$ cat src/rtl/reg_resp_pkg.sv
// Shared types and constants for the reg_resp register-file responder.
package reg_resp_pkg;

  localparam int DATA_W = 8;
  localparam int ADDR_W = 7;

  localparam logic [ADDR_W-1:0] ADDR_ERR_CNT = 7'h7E;
  localparam logic [ADDR_W-1:0] ADDR_ID      = 7'h7F;

  typedef enum logic [1:0] {
    IDLE,
    WAIT_DATA,
    RD_RESP
  } resp_state_e;

endpackage

$ cat src/rtl/reg_resp.sv
// Register-file responder: general RW registers, a clear-on-write error
// counter and a read-only ID, behind a command/write-data/read-response protocol.
module reg_resp
  import reg_resp_pkg::*;
#(
  parameter int                NUM_REGS = 16,
  parameter logic [DATA_W-1:0] ID_VALUE = 8'hA5,
  parameter int                TIMEOUT  = 255
) (
  input  logic                       clk_i,
  input  logic                       rst_i,
  input  logic                       cmd_valid_i,
  input  logic                       wr_i,
  input  logic [ADDR_W-1:0]          address_i,
  input  logic                       write_valid_i,
  input  logic [DATA_W-1:0]          write_data_i,
  output logic                       read_received_o,
  output logic [DATA_W-1:0]          read_data_o,
  output logic                       busy_o,
  output logic [NUM_REGS*DATA_W-1:0] regs_o
);

  resp_state_e       state_q, state_d;
  logic [ADDR_W-1:0] addr_q, addr_d;
  logic [7:0]        tmo_q, tmo_d;
  logic [7:0]        err_cnt_q, err_cnt_d;
  logic [DATA_W-1:0] rd_data_q, rd_data_d;
  logic              rd_recv_q, rd_recv_d;
  logic [DATA_W-1:0] regs_q [NUM_REGS];
  logic [DATA_W-1:0] regs_d [NUM_REGS];

  logic              is_gp;
  logic [DATA_W-1:0] rd_val;
  logic              err_evt;
  logic              err_clr;

  always_comb begin
    state_d   = state_q;
    addr_d    = addr_q;
    tmo_d     = tmo_q;
    rd_data_d = rd_data_q;
    rd_recv_d = 1'b0;
    regs_d    = regs_q;
    err_evt   = 1'b0;
    err_clr   = 1'b0;
    is_gp     = 1'b0;
    rd_val    = '0;

    // Decode the latched address once; unmapped reads fall through as zero.
    for (int k = 0; k < NUM_REGS; k++) begin
      if (addr_q == ADDR_W'(k)) begin
        is_gp  = 1'b1;
        rd_val = regs_q[k];
      end
    end
    if (addr_q == ADDR_ERR_CNT) rd_val = err_cnt_q;
    if (addr_q == ADDR_ID)      rd_val = ID_VALUE;

    case (state_q)
      IDLE: begin
        if (write_valid_i) err_evt = 1'b1;
        if (cmd_valid_i) begin
          addr_d = address_i;
          if (wr_i) begin
            state_d = WAIT_DATA;
            tmo_d   = '0;
          end else begin
            state_d = RD_RESP;
          end
        end
      end
      WAIT_DATA: begin
        if (cmd_valid_i) err_evt = 1'b1;
        // Data arriving on the timeout cycle still completes the write.
        if (write_valid_i) begin
          state_d = IDLE;
          if (is_gp) begin
            for (int k = 0; k < NUM_REGS; k++) begin
              if (addr_q == ADDR_W'(k)) regs_d[k] = write_data_i;
            end
          end else if (addr_q == ADDR_ERR_CNT) begin
            err_clr = 1'b1;
          end else begin
            err_evt = 1'b1;
          end
        end else if (tmo_q == 8'(TIMEOUT - 1)) begin
          state_d = IDLE;
          err_evt = 1'b1;
        end else begin
          tmo_d = tmo_q + 8'd1;
        end
      end
      RD_RESP: begin
        rd_data_d = rd_val;
        rd_recv_d = 1'b1;
        state_d   = IDLE;
        if (!(is_gp || addr_q == ADDR_ERR_CNT || addr_q == ADDR_ID)) err_evt = 1'b1;
        if (cmd_valid_i || write_valid_i) err_evt = 1'b1;
      end
      default: state_d = IDLE;
    endcase

    // Clear beats increment; several errors in one cycle count once.
    if (err_clr)                            err_cnt_d = '0;
    else if (err_evt && err_cnt_q != 8'hFF) err_cnt_d = err_cnt_q + 8'd1;
    else                                    err_cnt_d = err_cnt_q;
  end

  always_ff @(posedge clk_i) begin
    if (rst_i) begin
      state_q   <= IDLE;
      addr_q    <= '0;
      tmo_q     <= '0;
      err_cnt_q <= '0;
      rd_data_q <= '0;
      rd_recv_q <= 1'b0;
      for (int k = 0; k < NUM_REGS; k++) regs_q[k] <= '0;
    end else begin
      state_q   <= state_d;
      addr_q    <= addr_d;
      tmo_q     <= tmo_d;
      err_cnt_q <= err_cnt_d;
      rd_data_q <= rd_data_d;
      rd_recv_q <= rd_recv_d;
      regs_q    <= regs_d;
    end
  end

  assign busy_o          = (state_q != IDLE);
  assign read_received_o = rd_recv_q;
  assign read_data_o     = rd_data_q;

  for (genvar g = 0; g < NUM_REGS; g++) begin : g_regs_out
    assign regs_o[g*DATA_W +: DATA_W] = regs_q[g];
  end

endmodule

$ cat config.mk
export PLATFORM = sky130hd
export DESIGN_NAME = reg_resp
export DESIGN_NICKNAME = d
export VERILOG_FILES = /design/src/rtl/reg_resp_pkg.sv /design/src/rtl/reg_resp.sv
export SDC_FILE = /design/constraint.sdc
export NUM_CORES = 1
export LEC_CHECK = 0
export ABC_AREA = 1
export ABC_CLOCK_PERIOD_IN_PS = 2170
export CAP_MARGIN = 20
export CELL_PAD_IN_SITES_DETAIL_PLACEMENT = 0
export CELL_PAD_IN_SITES_GLOBAL_PLACEMENT = 1
export CORE_UTILIZATION = 40
export DETAILED_ROUTE_END_ITERATION = 10
export DONT_BUFFER_PORTS = 1
export HOLD_SLACK_MARGIN = 0.06
export PLACE_DENSITY = 0.73
export SYNTH_ARGS = -nofsm -noshare
export SYNTH_HDL_FRONTEND = slang
export SYNTH_SLANG_ARGS = --single-unit
$ cat constraint.sdc
create_clock -name clk_i -period 2.17 [get_ports clk_i]
set_clock_uncertainty 0.05 [all_clocks]
set_input_delay 0.217 -clock clk_i [delete_from_list [all_inputs] [get_ports clk_i]]
set_output_delay 0.217 -clock clk_i [all_outputs]
set_load 0.02 [all_outputs]
; ---- Yosys cells after proc, flatten, opt, wreduce, memory -nomap -nowiden
; Index checks and enable logic that the tools add are counted.
[totals]
inputBits = 20
reg_bits = 162
word_cells = 136
[classes]
n_eq_ne = 26
n_addsub = 2
mux = 58
reduce_logical = 28
[ops]
columns = cell, count
row1 = 8-bit 2-to-1 mux, 22
row2 = 4-bit AND reduction, 16
row3 = 7-bit by 4-bit equality test with 1-bit output (second input constant), 8
row4 = 1-bit 2-to-1 mux, 29
row5 = 7-bit by 3-bit equality test with 1-bit output (second input constant), 4
row6 = 8-bit by 1-bit adder with 8-bit output (second input constant), 2
row7 = 8-bit case mux with 2 select lines, 1
row8 = 7-bit by 2-bit equality test with 1-bit output (second input constant), 2
row9 = 7-bit equality test (second input constant), 2
row10 = 8-bit equality test (second input constant), 1
row11 = 2-bit 2-to-1 mux, 4
row12 = 2-bit != test (second input constant), 4
row13 = 8-bit != test (second input constant), 1
row14 = 7-bit by 1-bit equality test with 1-bit output (second input constant), 1
row15 = 7-bit zero test, 1
row16 = 5-bit AND reduction, 1
row17 = 2-bit case mux with 2 select lines, 1
row18 = 2-bit AND reduction, 2
row19 = 2-bit nonzero test, 2
row20 = 1-bit logical OR, 3
row21 = 3-bit != test (second input constant), 1
row22 = 1-bit case mux with 3 select lines, 1
row23 = 2-bit by 1-bit equality test with 1-bit output (second input constant), 1
row24 = 2-bit equality test (second input constant), 1
row25 = other kinds (3), 3

; ---- Depth between registers and ports, before layout
; Gate-level depths: netlist of run 1.
[depth]
word_depth = 23
mapped_depth = 19

; ---- Worst setup path after synthesis of run 1
; No wires, ideal clock.
[synth_path]
path_type = reg2reg
from = reg tmo_q[0]
to = reg err_cnt_q[4]
required_ns = 2.003
path_stages_with_launch = 12
path_buffers = 0
arrival_time_ns = 1.611
synth_period_minus_slack_ns = 1.778
slack_ns = 0.392
path_cell_list = dfxtp_1 -> inv_1 -> ha_1 -> nand3_1 -> o41ai_1 -> a31oi_1 -> nand2_2 -> nand2_4 -> nor3_1 -> nand2_1 -> o21ai_1 -> a21oi_1
[synth_via]
elab_chain_len = 5
[synth_lines]
columns = element, line_no
row1 = start: declaration, reg_resp.sv:25  ; logic [7:0] tmo_q, tmo_d;
row2 = start signal: assignment, reg_resp.sv:121  ; tmo_q <= tmo_d;
row3 = 8-bit equality test, reg_resp.sv:86  ; end else if (tmo_q == 8'(TIMEOUT - 1)) begin
row4 = 1-bit 2-to-1 mux, reg_resp.sv:86
row5 = 1-bit 2-to-1 mux, reg_resp.sv:75  ; if (write_valid_i) begin
row6 = 1-bit case mux with 3 select lines, reg_resp.sv:59  ; case (state_q)
row7 = 1-bit logical AND, reg_resp.sv:105  ; else if (err_evt && err_cnt_q != 8'hFF) err_cnt_d = err_cnt_q + 8'd1;
row8 = end signal: assignment, reg_resp.sv:122  ; err_cnt_q <= err_cnt_d;
row9 = end: declaration, reg_resp.sv:26  ; logic [7:0] err_cnt_q, err_cnt_d;
; No other way between the ends.
; A chain may end at the register's enable or synchronous reset.

; ---- Worst setup path in the final report of run 1
[layout_path]
from = reg addr_q[0]
to = reg rd_data_q[6], in the netlist read_data_o[6]
[layout_via]
elab_chain_len = 19
word_cells_on_any_way = 36
cone_classes = eq/ne: 17 / mux: 18 / reduce/logical: 1
[layout_lines]
columns = element, line_no
row1 = start: declaration, reg_resp.sv:24  ; logic [ADDR_W-1:0] addr_q, addr_d;
row2 = start signal: assignment, reg_resp.sv:120  ; addr_q <= addr_d;
row3 = 7-bit zero test, reg_resp.sv:51  ; if (addr_q == ADDR_W'(k)) begin
row4 = 8-bit 2-to-1 mux (16 in a row), reg_resp.sv:51
row5 = 8-bit 2-to-1 mux, reg_resp.sv:56  ; if (addr_q == ADDR_ERR_CNT) rd_val = err_cnt_q;
row6 = 8-bit 2-to-1 mux (*), reg_resp.sv:57  ; if (addr_q == ADDR_ID) rd_val = ID_VALUE;
row7 = end signal: assignment, reg_resp.sv:123  ; rd_data_q <= rd_data_d;
row8 = end: declaration, reg_resp.sv:27  ; logic [DATA_W-1:0] rd_data_q, rd_data_d;
; Mark *: on every way between the ends. The rest lies on a longest branch, timed or not.

==> results of run 1 <==
==> Yosys cell counts (3+ instances only) <==
cell                       instances
sky130_fd_sc_hd__a211oi_1         92
sky130_fd_sc_hd__a21oi_1          77
sky130_fd_sc_hd__a31oi_1           8
sky130_fd_sc_hd__buf_2            11
sky130_fd_sc_hd__clkbuf_1         30
sky130_fd_sc_hd__dfxtp_1         162
sky130_fd_sc_hd__ha_1              3
sky130_fd_sc_hd__inv_1           155
sky130_fd_sc_hd__inv_2            16
sky130_fd_sc_hd__nand2_1         140
sky130_fd_sc_hd__nand2_2          10
sky130_fd_sc_hd__nand3_1          26
sky130_fd_sc_hd__nand4_1          16
sky130_fd_sc_hd__nor2_1          144
sky130_fd_sc_hd__nor2_2            8
sky130_fd_sc_hd__nor2_4           10
sky130_fd_sc_hd__nor3_1           11
sky130_fd_sc_hd__o21ai_0          65
sky130_fd_sc_hd__o21ai_1           7
sky130_fd_sc_hd__o22ai_1           4
sky130_fd_sc_hd__or2_2             4
==> stage by stage <==
step,area (um^2),util [%]
floorplan,7440,-
global placement,8070,44.6
detailed placement,8070,44.6
CTS,9040,50.0
global route,9480,52.4
finish,9480,52.4
==> path summary, 6_finish.rpt <==
| path | from | end | slack, ns | depth (start not counted) |
|---|---|---|---|---|
| max reg2reg | addr_q[0] | read_data_o[6] | 0.005 | 16 |
| min reg2reg | tmo_q[4] | tmo_q[4] | 0.40 | 1 |
| max | addr_q[0] | read_data_o[6] | 0.005 | 16 |
| min | rst_i | state_q[0] | -0.20 | 1 |
==> repair_timing <==
action / in CTS / in global routing
cloned: 0 / 1
resized for setup: 28 / 86
pin swaps: 9 / 49
hold endpoints to repair: 147 / 90
endpoints found under the setup margin: 6 / 59
setup buffers: 4 / 17
==> per-layer routing <==
metal  up-vias  wire length, um  track usage [%]
met5         -                0                0
met3        31             1970             7.97
met1      3275            12100             36.7
met2       222            12100             43.5
li1       3590                -                -
met4         0              506             8.81
==> worst reg2reg max path: stages (launching register included) <==
cell                      delay (ns)
sky130_fd_sc_hd__dfxtp_4        0.37
sky130_fd_sc_hd__buf_6          0.12
sky130_fd_sc_hd__nand2_4        0.07
sky130_fd_sc_hd__nor2_4         0.04
sky130_fd_sc_hd__nand2_4        0.10
sky130_fd_sc_hd__buf_4          0.15
sky130_fd_sc_hd__nor2_2         0.05
sky130_fd_sc_hd__nor2_4         0.10
sky130_fd_sc_hd__nand4_1        0.14
sky130_fd_sc_hd__nand2_1        0.14
sky130_fd_sc_hd__nand3_1        0.09
sky130_fd_sc_hd__nand2_1        0.11
sky130_fd_sc_hd__nand4_1        0.13
sky130_fd_sc_hd__nor2_1         0.14
sky130_fd_sc_hd__nand3_1        0.08
sky130_fd_sc_hd__nand2_1        0.09
sky130_fd_sc_hd__a21oi_1        0.07
==> cell type report <==
cell class                      instances  area [um^2]
Fill cell                            1752         8600
Multi-Input combinational cell        647         3680
Sequential cell                       162         3250
Timing Repair Buffer                  122         1040
Inverter                              171          652
Clock buffer                           24          502
Tap cell                              229          287
Clock inverter                          8         52.6
Antenna cell                            3         7.51
==> sequential cells by signal, summed over array words and instances, names as in the netlist <==
signal / count
state_q: 2
regs_o: 128
err_cnt_q: 8
addr_q: 7
read_received_o: 1
read_data_o: 8
tmo_q: 8
==> cells by family (layout without fill, tap and decap cells) <==
logic type               count (synthesis)  count (layout)  synth area share (%)
AND/OR/NAND/NOR                        381             382                  23.1
flip-flops                             162             162                  43.6
other                                    0               3                     0
adder cells (fa/ha/maj)                  3               3                 0.504
XOR/XNOR                                 2               2                 0.235
AO/OA/AOI/OAI                          260             260                  21.2
buffers and inverters                  216             325                  11.4
==> where the power goes <==
part           internal, mW  leakage, nW  switching (mW)
Combinational         0.265         2.08           0.412
Clock                  1.61        0.272            1.28
Sequential             3.01         1.31          0.0468
Total                  4.89         3.66            1.73
==> insert_results.sql, run 1 <==
INSERT INTO impl_metrics (metric_group, metric, value, unit) VALUES
('placement', 'dp.cells', '1281', ''),
('clock_network', 'clk_latency', '0.43', 'ns'),
('final_layout', 'nNetsFinal', '1144', ''),
('logic_synthesis', 'synth_seq_cells', '162', ''),
('setup_path', 'critical_path.endpoint_type', 'flop', ''),
('pwr', 'cellPowerDensity', '698', 'nW/um^2'),
('global_route', 'grt_util_all_layers', '27.8', '%'),
('flow_run', 'maxCapViolations', '0', ''),
('floorplan', 'io_pins', '158', ''),
('timing', 'final.setup.tns', '0', 'ns'),
('final_layout', 'layout.cells.most_common', 'sky130_fd_sc_hd__dfxtp_1', ''),
('timing', 'holdWs', '-0.200', 'ns'),
('timing', 'drv_slew', '0', ''),
('run_status', 'violated_checks', 'DRC, hold timing', ''),
('setup_path', 'crit_path_cell_trace', 'buf_6 > nand2_4 > nor2_4 > nand2_4 > buf_4 > nor2_2 > nor2_4 > nand4_1 > nand2_1 > nand3_1 > nand2_1 > nand4_1 > nor2_1 > nand3_1 > nand2_1 > a21oi_1', ''),
('setup_path', 'crit_arrival', '2.43', 'ns'),
('final_layout', 'final_non_filler_cell_total', '1366', ''),
('clock_network', 'cts.path.max_buffers', '2', ''),
('timing', 'setup_ws', '0.00478', 'ns'),
('pwr', 'power.ir.vdd_worst', '0.522', 'mV'),
('logic_synthesis', 'synthesis.instances', '1024', ''),
('setup_path', 'critPathBufInv', '2', ''),
('floorplan', 'core_box_area', '18100', 'um^2'),
('timing', 'slew_headroom', '31.6', '%'),
('pwr', 'leakage_power_summed_over_all_cells', '3.66', 'nW'),
('setup_path', 'crit_type', 'flop to flop', ''),
('logic_synthesis', 'synth_top_cell_by_area', 'sky130_fd_sc_hd__dfxtp_1', ''),
('route', 'via_count', '7118', ''),
('clock_network', 'cts.hold.buffers_added', '29', ''),
('timing', 'finalCritPeriodShare', '99.8', '%'),
('logic_synthesis', 'synthesis.area_per_instance', '7.27', 'um^2'),
('floorplan', 'die_area', '19200', 'um^2'),
('setup_path', 'crit_path_start_kind', 'flop', ''),
('global_route', 'grt_antenna_before_repair', '4', ''),
('clock_network', 'clk_transition_reported_paths', '0.06', 'ns'),
('route', 'sum_of_routed_wire_length_over_all_layers', '26600', 'um'),
('setup_path', 'path_max_fanout', '5', ''),
('floorplan', 'placementRows', '49', ''),
('clock_network', 'cts_sinks', '162', ''),
('final_layout', 'final_cell_mix', '155 x sky130_fd_sc_hd__dfxtp_1, 152 x sky130_fd_sc_hd__inv_1, 133 x sky130_fd_sc_hd__nor2_1, 121 x sky130_fd_sc_hd__nand2_1, 89 x sky130_fd_sc_hd__a211oi_1', ''),
('final_layout', 'drive_above_1_share', '21.9', '%'),
('setup_path', 'timing.critical_path.required', '2.43', 'ns'),
('logic_synthesis', 'postSynthNetCount', '1047', ''),
('route', 'vias_per_cell', '5.21', ''),
('placement', 'buffer_ports.inserted', '0', ''),
('logic_synthesis', 'synth.yosys.seq_area_share', '43.6', '%'),
('global_route', 'first_global_vias', '6709', ''),
('route', 'drt_drc_violations_left', '24', ''),
('clock_network', 'tritoncts.num_buffers', '17', ''),
('logic_synthesis', 'post_synth_instance_area', '7440', 'um^2'),
('setup_path', 'critical_path.most_common_cell', 'sky130_fd_sc_hd__nand2_1', ''),
('timing', 'setup_viol', '0', ''),
('run_status', 'status', 'complete, but fails checks', ''),
('route', 'drtPass1Iterations', '8', ''),
('clock_network', 'tritoncts_clock_tree', 'built', ''),
('global_route', 'grt_first_pass_wirelength', '40300', 'um'),
('global_route', 'globalRouteOverflowTotal', '0', ''),
('placement', 'detailedPlacementHpwl', '18300', 'um'),
('route', 'detail_route.wl_per_cell', '19.5', 'um'),
('clock_network', 'cts_root_buffer', 'sky130_fd_sc_hd__clkbuf_16', ''),
('placement', 'placement.setup.worst_slack', '-0.269', 'ns'),
('logic_synthesis', 'synth_flop_cell', 'sky130_fd_sc_hd__dfxtp_1', ''),
('logic_synthesis', 'synthDistinctLibCells', '41', ''),
('setup_path', 'worst_path_largest_cell_delay', '0.37', 'ns'),
('timing', 'finalHoldViolations', '58', ''),
('final_layout', 'area_delta_synth_final', '27.4', '%'),
('setup_path', 'critical_path.slowest_cell', 'sky130_fd_sc_hd__dfxtp_4', ''),
('logic_synthesis', 'postSynth.asyncResetShare', '0', '%'),
('clock_network', 'clock_tree.htree_level_count', '4', ''),
('floorplan', 'die_y', '138', 'um'),
('timing', 'max_slew.worst_pin.slew', '1.02', 'ns');
Note: power is estimated with default switching activity, not from simulation.
==> run 2: changes to the inputs <==
- ABC_CLOCK_PERIOD_IN_PS: 2170 -> 2700
- CELL_PAD_IN_SITES_DETAIL_PLACEMENT: 0 -> 1
- CELL_PAD_IN_SITES_GLOBAL_PLACEMENT: 1 -> 2
- CORE_UTILIZATION: 40 -> 38
- PLACE_DENSITY: 0.73 -> 0.86
- clock period: 2.17 -> 2.7 ns (I/O delays scaled with it)
==> run 2 against run 1 <==
The flow now finishes without violations. Wire length increased by 1.2%. Setup slack improved by 0.23 ns. Cell count is 4.2% lower. Hold slack improved by 0.29 ns. Design area decreased by 10%. Critical path type unchanged.
==> insert_results.sql, run 2 (synthesis results as in run 1) <==
INSERT INTO impl_metrics (metric_group, metric, value, unit) VALUES
('placement', 'place_congestion', '0.903', ''),
('route', 'ant_nets', '0', ''),
('global_route', 'first_global_vias', '6879', ''),
('setup_path', 'critical_path.slowest_cell', 'sky130_fd_sc_hd__dfxtp_1', ''),
('setup_path', 'crit_path_cell_trace', 'inv_1 > nand2_1 > nor2_2 > nand2_2 > o21ai_0 > a211oi_1 > nand3_1 > nor2_1 > nand4_1 > nor2_1 > nand4_1 > nor2_1 > a21oi_1', ''),
('worst_hold_path', 'hp-class', 'input port to flop', ''),
('global_route', 'grt_util_all_layers', '27.7', '%'),
('setup_path', 'worst_path_dominant_cell_family', 'simple AND/OR/NAND/NOR gates', ''),
('clock_network', 'cts_sinks', '162', ''),
('timing', 'setup_viol', '0', ''),
('setup_path', 'crit_type', 'flop to flop', ''),
('final_layout', 'largest_register_ffs', '128', ''),
('pwr', 'power.switching_fraction', '25.6', '%'),
('pwr', 'seqPwrFrac', '45.7', '%'),
('setup_path', 'critical_path.most_common_cell', 'sky130_fd_sc_hd__nor2_1', ''),
('global_route', 'grt_antenna_before_repair', '1', ''),
('setup_path', 'crit_path_start_kind', 'flop', ''),
('final_layout', 'drive_above_1_share', '9.93', '%'),
('placement', 'dp.cells', '1255', ''),
('timing', 'drv_slew', '0', ''),
('route', 'drt_initial_violations', '384', ''),
('route', 'via_count', '6883', ''),
('placement', 'placedInstanceArea', '7680', 'um^2'),
('flow_run', 'maxCapViolations', '0', ''),
('route', 'vias_per_cell', '5.26', ''),
('placement', 'buffer_ports.inserted', '0', ''),
('timing', 'final.setup.tns', '0', 'ns'),
('setup_path', 'timing.reg2reg.worst_path_depth', '13', ''),
('pwr', 'power_report.internal_total', '4.00', 'mW'),
('worst_hold_path', 'min_from', 'write_data_i[2]', ''),
('final_layout', 'final_core_utilization', '44.9', '%'),
('floorplan', 'placementRows', '50', ''),
('timing', 'rsz0062_at_grt', 'false', ''),
('setup_path', 'setup.worst_path.start', 'addr_q[1]', ''),
('final_layout', 'final_cell_mix', '162 x sky130_fd_sc_hd__dfxtp_1, 155 x sky130_fd_sc_hd__inv_1, 144 x sky130_fd_sc_hd__nor2_1, 139 x sky130_fd_sc_hd__nand2_1, 92 x sky130_fd_sc_hd__a211oi_1', ''),
('floorplan', 'io_pins', '158', ''),
('timing', 'max_freq', '405', 'MHz'),
('final_layout', 'area_delta_synth_final', '14.4', '%'),
('clock_network', 'clk_latency', '0.43', 'ns'),
('setup_path', 'critPathBufInv', '1', ''),
('floorplan', 'die_area', '20200', 'um^2'),
('global_route', 'maximum_number_of_pins_on_one_net_before_global_route_repair', '100', ''),
('route', 'drt_drc_violations_left', '0', ''),
('final_layout', 'design_area', '8520', 'um^2'),
('global_route', 'globalRouteOverflowTotal', '0', ''),
('route', 'drtPass1Iterations', '5', ''),
('pwr', 'clock_network_fraction_of_total_power', '47.0', '%'),
('setup_path', 'critical_path.endpoint_type', 'flop', ''),
('final_layout', 'layout.cells.most_common', 'sky130_fd_sc_hd__dfxtp_1', ''),
('pwr', 'netSwitchingPower', '1.38', 'mW'),
('floorplan', 'die_y', '142', 'um'),
('placement', 'detailedPlacementHpwl', '19200', 'um'),
('setup_path', 'r2r_start', 'addr_q[1]', ''),
('timing', 'max_slew.worst_pin.slew', '1.02', 'ns'),
('floorplan', 'start_util', '39.3', '%'),
('setup_path', 'crit_arrival', '2.73', 'ns'),
('route', 'sum_of_routed_wire_length_over_all_layers', '26900', 'um'),
('clock_network', 'clk_transition_reported_paths', '0.07', 'ns'),
('run_status', 'status', 'finished, final reports clean', ''),
('timing', 'finalHoldViolations', '0', ''),
('final_layout', 'nNetsFinal', '1057', ''),
('clock_network', 'cts_root_buffer', 'sky130_fd_sc_hd__clkbuf_16', ''),
('pwr', 'cellPowerDensity', '631', 'nW/um^2'),
('setup_path', 'timing.critical_path.required', '2.96', 'ns'),
('worst_hold_path', 'count_of_cells_along_the_worst_hold_path', '2', ''),
('timing', 'fin_crit', '2.47', 'ns'),
('clock_network', 'clock_tree.htree_level_count', '4', ''),
('final_layout', 'final_non_filler_cell_total', '1308', ''),
('route', 'detail_route.wl_per_cell', '20.6', 'um'),
('pwr', 'leakage_power_summed_over_all_cells', '3.04', 'nW'),
('floorplan', 'die-width', '142', 'um'),
('setup_path', 'worst_path_largest_cell_delay', '0.37', 'ns'),
('global_route', 'grt_first_pass_wirelength', '41500', 'um'),
('clock_network', 'tritoncts.num_buffers', '17', ''),
('clock_network', 'tritoncts_clock_tree', 'built', ''),
('clock_network', 'cts.path.max_buffers', '2', ''),
('final_layout', 'fillCellCount', '2380', ''),
('setup_path', 'crit_cells', '13', ''),
('pwr', 'power.ir.vdd_worst', '0.458', 'mV'),
('pwr', 'power.share.combinational', '7.3', '%'),
('timing', 'slew_headroom', '31.5', '%'),
('setup_path', 'path_max_fanout', '11', ''),
('timing', 'finalCritPeriodShare', '91.4', '%'),
('floorplan', 'core_box_area', '19000', 'um^2');
[run 2: area by class of cell]
type                            instances  area [um^2]  area share [%]
Tap cell                              260          325            3.82
Multi-Input combinational cell        646         3360            39.5
Antenna cell                            1         2.50          0.0294
Inverter                              171          642            7.54
Timing Repair Buffer                   36          338            3.97
Clock buffer                           20          447            5.24
Sequential cell                       162         3240            38.1
Clock inverter                         12          158            1.85
[run 2: repair_timing]
item                                    CTS  global route
resized for setup                         0             2
endpoints found under the setup margin    0             2
hold buffers                             20             0
hold endpoints to repair                141             0
buffers inserted                          0             0
[run 2: worst paths after layout]
| path | endpoint | slack (ns) |
|---|---|---|
| setup / recovery | read_data_o[7] | 0.23 |
| hold reg to reg | tmo_q[4] | 0.41 |
| setup reg to reg | read_data_o[7] | 0.23 |
| hold / removal | regs_o[2] | 0.09 |
[run 2: power groups by stage]
stage	logic, mW	clock network (mW)	registers [mW]
2_1_floorplan	0.255	0	2.50
3_3_place_gp	0.287	0	2.51
3_5_place_dp	0.292	0	2.51
4_1_cts	0.391	2.55	2.46
5_1_grt	0.428	2.66	2.46
6_report	0.391	2.53	2.46
[run 2: metrics by stage]
stage / setup WS, ns / power (mW) / hold WS [ns]
finish: 0.232 / 5.38 / 0.0874
global route: 0.0535 / 5.55 / 0.0849
CTS: 0.159 / 5.40 / 0.0747
detailed placement: 0.186 / 2.81 / 0.305
global placement: 0.246 / 2.80 / 0.307
floorplan: 0.922 / 2.76 / 0.299
[run 2: layer usage]
layer	wire length [um]	track usage, %
met1	12400	36.2
met2	12500	45.2
met3	1890	8.14
met4	180	5.55
met5	0	0
[run 2: worst register-to-register path, cell delays in order (launching register included)]
cell and delay (ns):
sky130_fd_sc_hd__dfxtp_1 0.37, sky130_fd_sc_hd__inv_1 0.08, sky130_fd_sc_hd__nand2_1 0.16, sky130_fd_sc_hd__nor2_2 0.08
sky130_fd_sc_hd__nand2_2 0.18, sky130_fd_sc_hd__o21ai_0 0.11, sky130_fd_sc_hd__a211oi_1 0.37, sky130_fd_sc_hd__nand3_1 0.14
sky130_fd_sc_hd__nor2_1 0.16, sky130_fd_sc_hd__nand4_1 0.14, sky130_fd_sc_hd__nor2_1 0.14, sky130_fd_sc_hd__nand4_1 0.14
sky130_fd_sc_hd__nor2_1 0.14, sky130_fd_sc_hd__a21oi_1 0.09
==> run 3: changes to the inputs <==
- REMOVE_ABC_BUFFERS: unset -> 1
==> run 3 against run 2 <==
Wire length is essentially flat. Combinational power is essentially flat. Hold slack lost 0.00061 ns. Sequential power is essentially flat. Non-clock buffer count grew 3. Critical path depth grew 1. Register-to-register slack lost 0.09 ns. Sequential share of layout area is essentially flat. Clock power shrank 3%. Core utilization is essentially flat. Largest power group is now sequential cells.
==> insert_results.sql, run 3 (synthesis results as in run 1) <==
INSERT INTO impl_metrics (metric_group, metric, value, unit) VALUES
('run_status', 'status', 'finished, final reports clean', ''),
('global_route', 'first_global_vias', '6862', ''),
('worst_hold_path', 'hp-class', 'input port to flop', ''),
('route', 'ant_nets', '0', ''),
('setup_path', 'critical_path.endpoint_type', 'flop', ''),
('pwr', 'leakage_power_summed_over_all_cells', '3.05', 'nW'),
('setup_path', 'critical_path.slowest_cell', 'sky130_fd_sc_hd__dfxtp_1', ''),
('route', 'm1WireLength', '12100', 'um'),
('timing', 'finalCritPeriodShare', '94.8', '%'),
('global_route', 'globalRouteOverflowTotal', '0', ''),
('setup_path', 'worst_path_largest_cell_delay', '0.38', 'ns'),
('final_layout', 'nNetsFinal', '1060', ''),
('route', 'met3RoutedLength', '1820', 'um'),
('route', 'vias_per_cell', '5.25', ''),
('global_route', 'grt_util_all_layers', '27.8', '%'),
('floorplan', 'placementRows', '50', ''),
('placement', 'place_congestion', '0.820', ''),
('route', 'sum_of_routed_wire_length_over_all_layers', '27000', 'um'),
('setup_path', 'crit_type', 'flop to flop', ''),
('pwr', 'cellPowerDensity', '622', 'nW/um^2'),
('clock_network', 'clk_latency', '0.43', 'ns'),
('setup_path', 'crit_path_start_kind', 'flop', ''),
('timing', 'fin_crit', '2.56', 'ns'),
('clock_network', 'cts.path.max_buffers', '2', ''),
('final_layout', 'design_area', '8520', 'um^2'),
('setup_path', 'timing.critical_path.required', '2.97', 'ns'),
('flow_run', 'maxCapViolations', '0', ''),
('pwr', 'power', '5.30', 'mW'),
('pwr', 'power.ir.vdd_worst', '0.420', 'mV'),
('timing', 'finalHoldViolations', '0', ''),
('clock_network', 'cts_root_buffer', 'sky130_fd_sc_hd__clkbuf_16', ''),
('final_layout', 'largest_register_ffs', '128', ''),
('global_route', 'grt_antenna_before_repair', '1', ''),
('timing', 'setup_viol', '0', ''),
('clock_network', 'clock_tree.htree_level_count', '4', ''),
('setup_path', 'path_max_fanout', '10', ''),
('setup_path', 'critical_path.most_common_cell', 'sky130_fd_sc_hd__nor2_1', ''),
('pwr', 'power.share.combinational', '7.4', '%'),
('global_route', 'grt_first_pass_wirelength', '41600', 'um'),
('placement', 'detailedPlacementHpwl', '19200', 'um'),
('route', 'drt_drc_violations_left', '0', ''),
('final_layout', 'fillCellCount', '2402', ''),
('route', 'via_count', '6876', ''),
('pwr', 'seqPwrFrac', '46.4', '%'),
('clock_network', 'cts_sinks', '162', ''),
('pwr', 'power.switching_fraction', '24.9', '%'),
('route', 'topRoutingLayerUsed', 'met4', ''),
('route', 'route.met2.wl', '12500', 'um'),
('pwr', 'clock_network_fraction_of_total_power', '46.3', '%'),
('floorplan', 'die_area', '20200', 'um^2'),
('floorplan', 'core_box_area', '19000', 'um^2'),
('final_layout', 'drive_above_1_share', '10.3', '%'),
('floorplan', 'die_y', '142', 'um'),
('global_route', 'maximum_number_of_pins_on_one_net_before_global_route_repair', '100', ''),
('route', 'detail_route.wl_per_cell', '20.6', 'um'),
('timing', 'drv_slew', '0', ''),
('clock_network', 'clk_transition_reported_paths', '0.06', 'ns'),
('route', 'drt_initial_violations', '274', ''),
('pwr', 'netSwitchingPower', '1.32', 'mW'),
('clock_network', 'tritoncts_clock_tree', 'built', ''),
('final_layout', 'layout.cells.most_common', 'sky130_fd_sc_hd__dfxtp_1', ''),
('final_layout', 'area_delta_synth_final', '14.5', '%'),
('timing', 'slew_headroom', '34.8', '%'),
('setup_path', 'reg2reg_setup_slack', '0.14', 'ns'),
('setup_path', 'crit_path_cell_trace', 'inv_1 > nand2_1 > nor2_2 > nand2_1 > buf_4 > o21ai_0 > a211oi_2 > nand3_1 > nor2_1 > nand4_1 > nor2_1 > nand4_1 > nor2_1 > a21oi_1', ''),
('floorplan', 'die-width', '142', 'um'),
('floorplan', 'io_pins', '158', ''),
('timing', 'max_freq', '391', 'MHz'),
('route', 'drtPass1Iterations', '4', ''),
('floorplan', 'start_util', '39.3', '%'),
('pwr', 'power_report.internal_total', '3.98', 'mW'),
('setup_path', 'crit_arrival', '2.83', 'ns'),
('placement', 'placedInstanceArea', '7730', 'um^2'),
('clock_network', 'post-cts-setup-buffer-count', '0', ''),
('final_layout', 'final_cell_mix', '162 x sky130_fd_sc_hd__dfxtp_1, 155 x sky130_fd_sc_hd__inv_1, 144 x sky130_fd_sc_hd__nor2_1, 140 x sky130_fd_sc_hd__nand2_1, 91 x sky130_fd_sc_hd__a211oi_1', ''),
('clock_network', 'tritoncts.num_buffers', '17', ''),
('timing', 'max_slew.worst_pin.slew', '0.975', 'ns'),
('placement', 'buffer_ports.inserted', '0', '');
==> run 3: changes by cell type in the layout (fill, tap and decap cells not counted), sizes merged <==
cell	change
clkbuf	-1
diode	+1
buf	+5
inv	-1
clkinv	+1
dlygate4sd3	-2
clkinvlp	-1
==> run 3: worst paths after layout <==
check	start	depth (start not counted)	end
max	addr_q[1]	14	read_data_o[7]
min	wr_i	3	tmo_q[3]
max reg2reg	addr_q[1]	14	read_data_o[7]
min reg2reg	tmo_q[4]	1	tmo_q[4]
==> run 3: critical path: cells and delay by family (launching register included) <==
kind                   cells  cell delay (ns)
and+or+nand+nor            9             1.24
AOI/OAI and AO/OA          3             0.51
buffers and inverters      2             0.26
DFF                        1             0.38
==> run 3: power groups by stage <==
stage	logic, mW	clock network [mW]	registers (mW)
2_1_floorplan	0.213	0	2.50
4_1_cts	0.391	2.49	2.46
3_5_place_dp	0.295	0	2.51
3_3_place_gp	0.290	0	2.51
5_1_grt	0.429	2.60	2.46
6_report	0.390	2.45	2.46
==> run 3: what timing repair did <==
item	in CTS	in global routing
gates resized for setup	0	1
hold buffers	18	0
hold endpoints to repair	143	0
endpoints found under the setup margin	0	1
==> run 3: cell type report <==
type                            instances  area [um^2]  area share (%)
Timing Repair Buffer                   39          368            4.32
Multi-Input combinational cell        646         3360            39.4
Antenna cell                            2         5.00          0.0587
Clock buffer                           19          443            5.20
Sequential cell                       162         3240            38.0
Inverter                              171          642            7.53
Tap cell                              260          325            3.82
Clock inverter                         11          139            1.63
==> run 3: through the flow <==
stage	setup WS, ns	utilization (%)	hold slack, ns	instances	setup TNS, ns
6_report	0.141	45.0	0.0868	1310	0
5_1_grt	-0.0706	45.0	0.0823	1309	-0.0706
4_1_cts	0.159	44.9	0.0683	1308	0
3_5_place_dp	0.267	40.8	0.304	1260	0
3_3_place_gp	0.302	40.8	0.301	1260	0
2_1_floorplan	0.730	-	0.289	979	0
==> run 3: layer usage <==
metal	track usage, %	up-vias
met5	0	-
met1	35.6	3290
met3	8.88	27
met2	43.9	159
li1	-	3400
met4	9.28	0
